**src/rtl/cpu_pkg.sv**
```systemverilog
// cpu_pkg: instruction field positions, opcodes, FSM states
// and the operation-select bundle shared by the control unit.
package cpu_pkg;

  localparam int IR_W   = 16;
  localparam int I_POS  = 15;
  localparam int OP_HI  = 14;
  localparam int OP_LO  = 12;
  localparam int SUB_HI = 11;
  localparam int SUB_LO = 8;

  localparam logic [2:0] OP_ADD  = 3'b001;
  localparam logic [2:0] OP_LDA  = 3'b010;
  localparam logic [2:0] OP_STA  = 3'b011;
  localparam logic [2:0] OP_BUN  = 3'b100;
  localparam logic [2:0] OP_ISZ  = 3'b110;
  localparam logic [2:0] OP_RREF = 3'b111;

  localparam logic [3:0] SUB_CLA = 4'd0;
  localparam logic [3:0] SUB_CLE = 4'd1;
  localparam logic [3:0] SUB_CMA = 4'd2;
  localparam logic [3:0] SUB_LDI = 4'd3;
  localparam logic [3:0] SUB_CIR = 4'd4;
  localparam logic [3:0] SUB_CIL = 4'd5;
  localparam logic [3:0] SUB_INC = 4'd6;
  localparam logic [3:0] SUB_HLT = 4'd7;

  typedef enum logic [2:0] {
    S_IDLE,
    S_CLEAR,
    S_FETCH,
    S_DECODE,
    S_INDIRECT,
    S_EXECUTE,
    S_RETIRE,
    S_HALT
  } state_t;

  typedef struct packed {
    logic clr_ac;
    logic clr_e;
    logic comp_ac;
    logic load_ac;
    logic cir_r;
    logic cir_l;
    logic inc_ac;
    logic add;
    logic load;
    logic store;
    logic branch;
    logic isz;
  } sel_t;

endpackage

```
**src/rtl/instr_decoder.sv**
```systemverilog
// instr_decoder: combinational IR[15:8] decode into a one-hot
// operation select plus instruction class flags.
module instr_decoder
  import cpu_pkg::*;
(
  input  logic [IR_W-1:SUB_LO] ir,
  output sel_t                 sel,
  output logic                 is_memref,
  output logic                 is_ind,
  output logic                 is_halt,
  output logic                 is_illegal
);

  logic       ibit;
  logic [2:0] op;
  logic [3:0] sub;

  assign ibit = ir[I_POS];
  assign op   = ir[OP_HI:OP_LO];
  assign sub  = ir[SUB_HI:SUB_LO];

  always_comb begin
    sel        = '0;
    is_memref  = 1'b0;
    is_halt    = 1'b0;
    is_illegal = 1'b0;
    case (op)
      OP_ADD: begin sel.add    = 1'b1; is_memref = 1'b1; end
      OP_LDA: begin sel.load   = 1'b1; is_memref = 1'b1; end
      OP_STA: begin sel.store  = 1'b1; is_memref = 1'b1; end
      OP_BUN: begin sel.branch = 1'b1; is_memref = 1'b1; end
      OP_ISZ: begin sel.isz    = 1'b1; is_memref = 1'b1; end
      OP_RREF: begin
        if (ibit) begin
          is_illegal = 1'b1;
        end else begin
          case (sub)
            SUB_CLA: sel.clr_ac  = 1'b1;
            SUB_CLE: sel.clr_e   = 1'b1;
            SUB_CMA: sel.comp_ac = 1'b1;
            SUB_LDI: sel.load_ac = 1'b1;
            SUB_CIR: sel.cir_r   = 1'b1;
            SUB_CIL: sel.cir_l   = 1'b1;
            SUB_INC: sel.inc_ac  = 1'b1;
            SUB_HLT: is_halt     = 1'b1;
            default: is_illegal  = 1'b1;
          endcase
        end
      end
      default: is_illegal = 1'b1;
    endcase
  end

  assign is_ind = is_memref & ibit;

endmodule

```
**src/rtl/control_unit.sv**
```systemverilog
// control_unit: Moore sequencing FSM driving datapath strobes,
// with handshake edge detect, execute timeout and retire count.
module control_unit
  import cpu_pkg::*;
#(
  parameter int FETCH_CYCLES = 4,
  parameter int EX_TIMEOUT   = 15
) (
  input  logic            clk,
  input  logic            i_rst,
  input  logic            i_start,
  input  logic [IR_W-1:0] i_ir,
  input  logic            i_ex_done,
  input  logic            i_w_mem_ref,
  output logic            o_clr_reg,
  output logic            o_fetch,
  output logic            o_execute,
  output logic            o_is_ind,
  output logic            o_is_dir,
  output logic            o_clr_ac,
  output logic            o_clr_e,
  output logic            o_comp_ac,
  output logic            o_load_ac,
  output logic            o_cir_r,
  output logic            o_cir_l,
  output logic            o_inc_ac,
  output logic            o_add,
  output logic            o_load,
  output logic            o_store,
  output logic            o_branch,
  output logic            o_isz,
  output logic            o_halted,
  output logic            o_error,
  output logic [15:0]     o_icount
);

  state_t               state_q, state_d;
  logic [3:0]           fcnt_q;
  logic [7:0]           tcnt_q;
  logic [IR_W-1:SUB_LO] ir_q, dec_ir;
  logic                 ex_q, wm_q;
  logic                 ex_rise, wm_rise;
  logic                 fdone, tout;
  logic                 err_set, retire;
  logic [15:0]          icount_q;
  sel_t                 sel, sel_q;
  logic                 is_memref, is_ind, is_halt, is_illegal;
  logic                 unused_ir;

  assign unused_ir = ^i_ir[SUB_LO-1:0];

  // Decode the live IR only in DECODE; afterwards use the latched copy.
  assign dec_ir = (state_q == S_DECODE) ? i_ir[IR_W-1:SUB_LO] : ir_q;

  instr_decoder u_dec (
    .ir         (dec_ir),
    .sel        (sel),
    .is_memref  (is_memref),
    .is_ind     (is_ind),
    .is_halt    (is_halt),
    .is_illegal (is_illegal)
  );

  assign ex_rise = i_ex_done & ~ex_q;
  assign wm_rise = i_w_mem_ref & ~wm_q;
  assign fdone   = fcnt_q == 4'(FETCH_CYCLES - 1);
  assign tout    = tcnt_q == 8'(EX_TIMEOUT - 1);

  always_comb begin
    state_d = state_q;
    err_set = 1'b0;
    retire  = 1'b0;
    unique case (state_q)
      S_IDLE:   if (i_start) state_d = S_CLEAR;
      S_CLEAR:  state_d = S_FETCH;
      S_FETCH:  if (fdone) state_d = S_DECODE;
      S_DECODE: begin
        if (is_halt) begin
          state_d = S_HALT;
        end else if (is_illegal) begin
          err_set = 1'b1;
          state_d = S_HALT;
        end else if (is_ind) begin
          state_d = S_INDIRECT;
        end else begin
          state_d = S_EXECUTE;
        end
      end
      S_INDIRECT: begin
        if (wm_rise) begin
          state_d = S_EXECUTE;
        end else if (tout) begin
          err_set = 1'b1;
          state_d = S_HALT;
        end
      end
      S_EXECUTE: begin
        if (ex_rise) begin
          retire  = 1'b1;
          state_d = S_RETIRE;
        end else if (tout) begin
          err_set = 1'b1;
          state_d = S_HALT;
        end
      end
      S_RETIRE: state_d = S_FETCH;
      S_HALT:   if (i_start) state_d = S_FETCH;
      default:  state_d = S_IDLE;
    endcase
  end

  always_ff @(posedge clk) begin
    if (i_rst) begin
      state_q   <= S_IDLE;
      fcnt_q    <= '0;
      tcnt_q    <= '0;
      ir_q      <= '0;
      ex_q      <= 1'b0;
      wm_q      <= 1'b0;
      icount_q  <= '0;
      o_error   <= 1'b0;
      o_clr_reg <= 1'b0;
      o_fetch   <= 1'b0;
      o_execute <= 1'b0;
      o_is_ind  <= 1'b0;
      o_is_dir  <= 1'b0;
      o_halted  <= 1'b0;
      sel_q     <= '0;
    end else begin
      state_q <= state_d;
      ex_q    <= i_ex_done;
      wm_q    <= i_w_mem_ref;
      fcnt_q  <= (state_q == S_FETCH && !fdone) ? fcnt_q + 4'd1 : '0;
      // Restarts on every state change, so entry always begins at zero.
      tcnt_q  <= (state_d == state_q &&
                  (state_q == S_INDIRECT || state_q == S_EXECUTE))
                 ? tcnt_q + 8'd1 : '0;
      if (state_q == S_DECODE) ir_q <= i_ir[IR_W-1:SUB_LO];
      if (retire) icount_q <= icount_q + 16'd1;
      if (err_set) o_error <= 1'b1;
      o_clr_reg <= state_d == S_CLEAR;
      o_fetch   <= state_d == S_FETCH;
      o_execute <= state_d == S_EXECUTE;
      o_is_ind  <= state_d == S_INDIRECT;
      o_is_dir  <= (state_d == S_EXECUTE) && is_memref;
      o_halted  <= state_d == S_HALT;
      sel_q     <= (state_d == S_INDIRECT || state_d == S_EXECUTE)
                   ? sel : '0;
    end
  end

  assign o_icount  = icount_q;
  assign o_clr_ac  = sel_q.clr_ac;
  assign o_clr_e   = sel_q.clr_e;
  assign o_comp_ac = sel_q.comp_ac;
  assign o_load_ac = sel_q.load_ac;
  assign o_cir_r   = sel_q.cir_r;
  assign o_cir_l   = sel_q.cir_l;
  assign o_inc_ac  = sel_q.inc_ac;
  assign o_add     = sel_q.add;
  assign o_load    = sel_q.load;
  assign o_store   = sel_q.store;
  assign o_branch  = sel_q.branch;
  assign o_isz     = sel_q.isz;

endmodule

```
**config.mk**
```make
export PLATFORM = sky130hd
export DESIGN_NAME = control_unit
export DESIGN_NICKNAME = d
export VERILOG_FILES = /design/src/rtl/cpu_pkg.sv /design/src/rtl/instr_decoder.sv /design/src/rtl/control_unit.sv
export SDC_FILE = /design/constraint.sdc
export NUM_CORES = 1
export LEC_CHECK = 0
export ABC_AREA = 1
export BUFFER_PORTS_ARGS = -buffer_cell sky130_fd_sc_hd__buf_2
export CAP_MARGIN = 20
export CORE_UTILIZATION = 58
export CTS_CLUSTER_DIAMETER = 60
export DETAILED_ROUTE_END_ITERATION = 8
export PLACE_DENSITY = 0.87
export SKIP_CTS_REPAIR_TIMING = 1
export SLEW_MARGIN = 0
export SYNTH_ARGS = -nofsm -noshare
export SYNTH_HDL_FRONTEND = slang
export SYNTH_SLANG_ARGS = --single-unit
```
**constraint.sdc**
```tcl
create_clock -name clk -period 5.1 [get_ports clk]
set_input_delay 0 -clock clk [delete_from_list [all_inputs] [get_ports clk]]
set_output_delay 0 -clock clk [all_outputs]
set_load 0.01 [all_outputs]
```
==> flow_summary.yaml <==
outcome:
  status: "finished with violations"
  violations: "DRC"
setup_path:
  cp-start-kind: "register"
  reg2reg_to: "o_clr_e"
  worstSetupPathType: "register to register"
  r2r_setup_slack_ns: 2.73
  ff2ff_path_depth: 12
  r2r-start: "state_q[0]"
  required_ns: 5.37
  crit_path_max_fanout: 11
  arrival_ns: 2.64
  end_kind: "register"
grt:
  grt_use_met3: 0.0442
  use_met2: 0.382
  grt_max_degree: 22
  grt_pass1_vias: 2101
  grt_pass1_wl_um: 8680
  grt-ovfl-total: 0
  grtUsageMet1: 0.257
  antenna_found_initial: 0
  top_usage_layer: "met2"
  grt_util_all_layers: 0.226
yosys:
  synth_cell_types: 34
  syn_avg_cell_area_um2: 7.86
  ys_seq_elements: 60
  synth_edf_count: 0
  synth_commonest_cells: "nand2_1, dfxtp_1, nor2_1"
  synthCells: 347
  yosysSeqAreaShare: 0.440
  synth_most_common_cell: "nand2_1"
  syn_nets: 372
  synth_top_flop_cell: "dfxtp_1"
  synth.cell_area_mm2: 0.00273
  yosysTopAreaCell: "dfxtp_1"
  async_reset_ff_frac: 0
  yosys_warnings: 0
  synth_top_cell_area_share: 0.440
  synthTopCellsByArea: "dfxtp_1, nand2_1, nor2_1"
cts:
  cts_tree: "built"
  cts_buffers: 9
  clockBufferDepth: 2
  clockRootBuffer: "clkbuf_8"
  insertion_delay_ns: 0.33
  cts.sinks: 60
  cts_max_level: 3
  cts.clk_slew.worst_paths_ns: 0.06
placed_design:
  detailed_place_hpwl_um: 3780
  dpl_cell_area_mm2: 0.00299
  gp_congestion: 0.864
  dp.cells: 440
  io_buffers: 47
routing:
  drtAntennaViolNets: 0
  drc_errors: 6
  wl_um: 5240
  vias: 2345
  wire_per_inst_um: 11.5
  drt-pass1-iter-count: 6
  drt_iter0_drc: 160
  drt-vias-per-instance: 5.14
timing:
  worst_pin_slew_ns: 0.493
  slew_headroom: 0.671
  slew_viol_final: 0
  rsz0062_at_grt: "no"
  min_period_over_period: 0.464
  hold_viol: 0
  fin_setup_tns_ns: 0
  min_period_ns: 2.37
  max_clock_freq_mhz: 423
  fin_skew_ns: 0.00553
  setup_violations: 0
power:
  ir_drop_mv: 0.243
  leakage_nw: 1.43
  power.density_mw_per_mm2: 402
worst_hold_path:
  hp-class: "input pin to register"
  worstHoldEndpoint: "ir_q[11]"
  min-delay-start: "i_ir[11]"
  min_delay_path_depth: 5
layout:
  syn_to_final_growth_pct: 17.2
  nFillCells: 353
  largest_reg_flops: 16
  drive_gt1_frac: 0.282
  nNetsFinal: 426
  instances_no_fill: 456
  fin_area_mm2: 0.00320
  num_antenna_cells: 0
floorplanning:
  row_count: 24
  start_util: 0.614
  die_w_um: 70.6
  core-area_mm2: 0.00444
  die_h_um: 70.6
  ioPinCount: 56
  die_area_mm2: 0.00498
run:
  maxCapViolations: 0
==> how the worst max path moves through the flow <==
stage | endpoint | slack (ns) | start
2_1_floorplan | tcnt_q[2] | 3.45 | state_q[0]
3_3_place_gp | o_clr_e | 2.88 | state_q[0]
3_5_place_dp | o_clr_e | 2.78 | state_q[0]
4_1_cts | o_clr_e | 2.77 | state_q[0]
5_1_grt | tcnt_q[2] | 2.55 | state_q[0]
6_report | o_clr_e | 2.73 | state_q[0]
==> cells in the final DEF (no fill, tap or decap), types with 8 or more instances in the layout <==
cell type / instances
inv_1: 40
nand3_1: 10
clkbuf_8: 11
nor3_1: 10
nor2_2: 13
nor2_1: 53
dfxtp_1: 60
o21ai_0: 9
a21oi_1: 11
nand2_1: 67
buf_2: 47
nand2_2: 8
==> worst max-delay path: stages (launching register included) <==
cell	delay, ns
dfxtp_1	0.63
nand2_2	0.11
nor2_2	0.41
nand2_1	0.11
nand2_1	0.15
nand2_1	0.12
nand3_2	0.11
inv_2	0.06
nand3_2	0.09
nand3_4	0.13
inv_4	0.13
nand3_2	0.12
nor2_1	0.12
==> logic make-up (layout without fill, tap and decap cells) <==
| family | count (synthesis) | in the layout | share of synthesized area |
|---|---|---|---|
| DFF | 60 | 60 | 0.440 |
| xor gates and xnor gates | 9 | 9 | 0.0289 |
| AOI/OAI and AO/OA | 24 | 24 | 0.0481 |
| adders and majority gates | 4 | 4 | 0.0183 |
| buffers and inverters | 51 | 108 | 0.0789 |
| and+or+nand+nor | 199 | 199 | 0.386 |
==> area by class of cell <==
type / count / area, µm² / share of cell area
Clock buffer: 12 / 155 / 0.0485
Clock inverter: 2 / 35.0 / 0.0110
Inverter: 45 / 174 / 0.0544
Multi-Input combinational cell: 236 / 1310 / 0.410
Sequential cell: 60 / 1200 / 0.376
Tap cell: 52 / 65.1 / 0.0203
Timing Repair Buffer: 49 / 255 / 0.0798
==> metal layers <==
metal / vias to the layer above / wire (µm)
met5: - / 0
met4: 0 / 155
met3: 14 / 268
met2: 72 / 2590
met1: 1059 / 2230
li1: 1200 / -
==> through the flow <==
stage	util	worst slack, ns	hold slack (ns)	power (mW)
6_report	0.720	2.73	0.0232	1.29
5_1_grt	0.720	2.55	0.0606	1.34
4_1_cts	0.715	2.77	-0.121	1.29
3_5_place_dp	0.672	2.78	0.224	0.874
3_3_place_gp	0.672	2.88	0.213	0.862
2_1_floorplan	-	3.45	0.120	0.817
==> power by group <==
part           internal [mW]  total [mW]  leakage [nW]  switching (mW)
logic                 0.0999       0.328         0.848           0.228
registers              0.502       0.542         0.485          0.0403
clock network          0.246       0.415        0.0983           0.169
total                  0.848        1.29          1.43           0.438
Note: power is estimated with default switching activity, not from simulation.
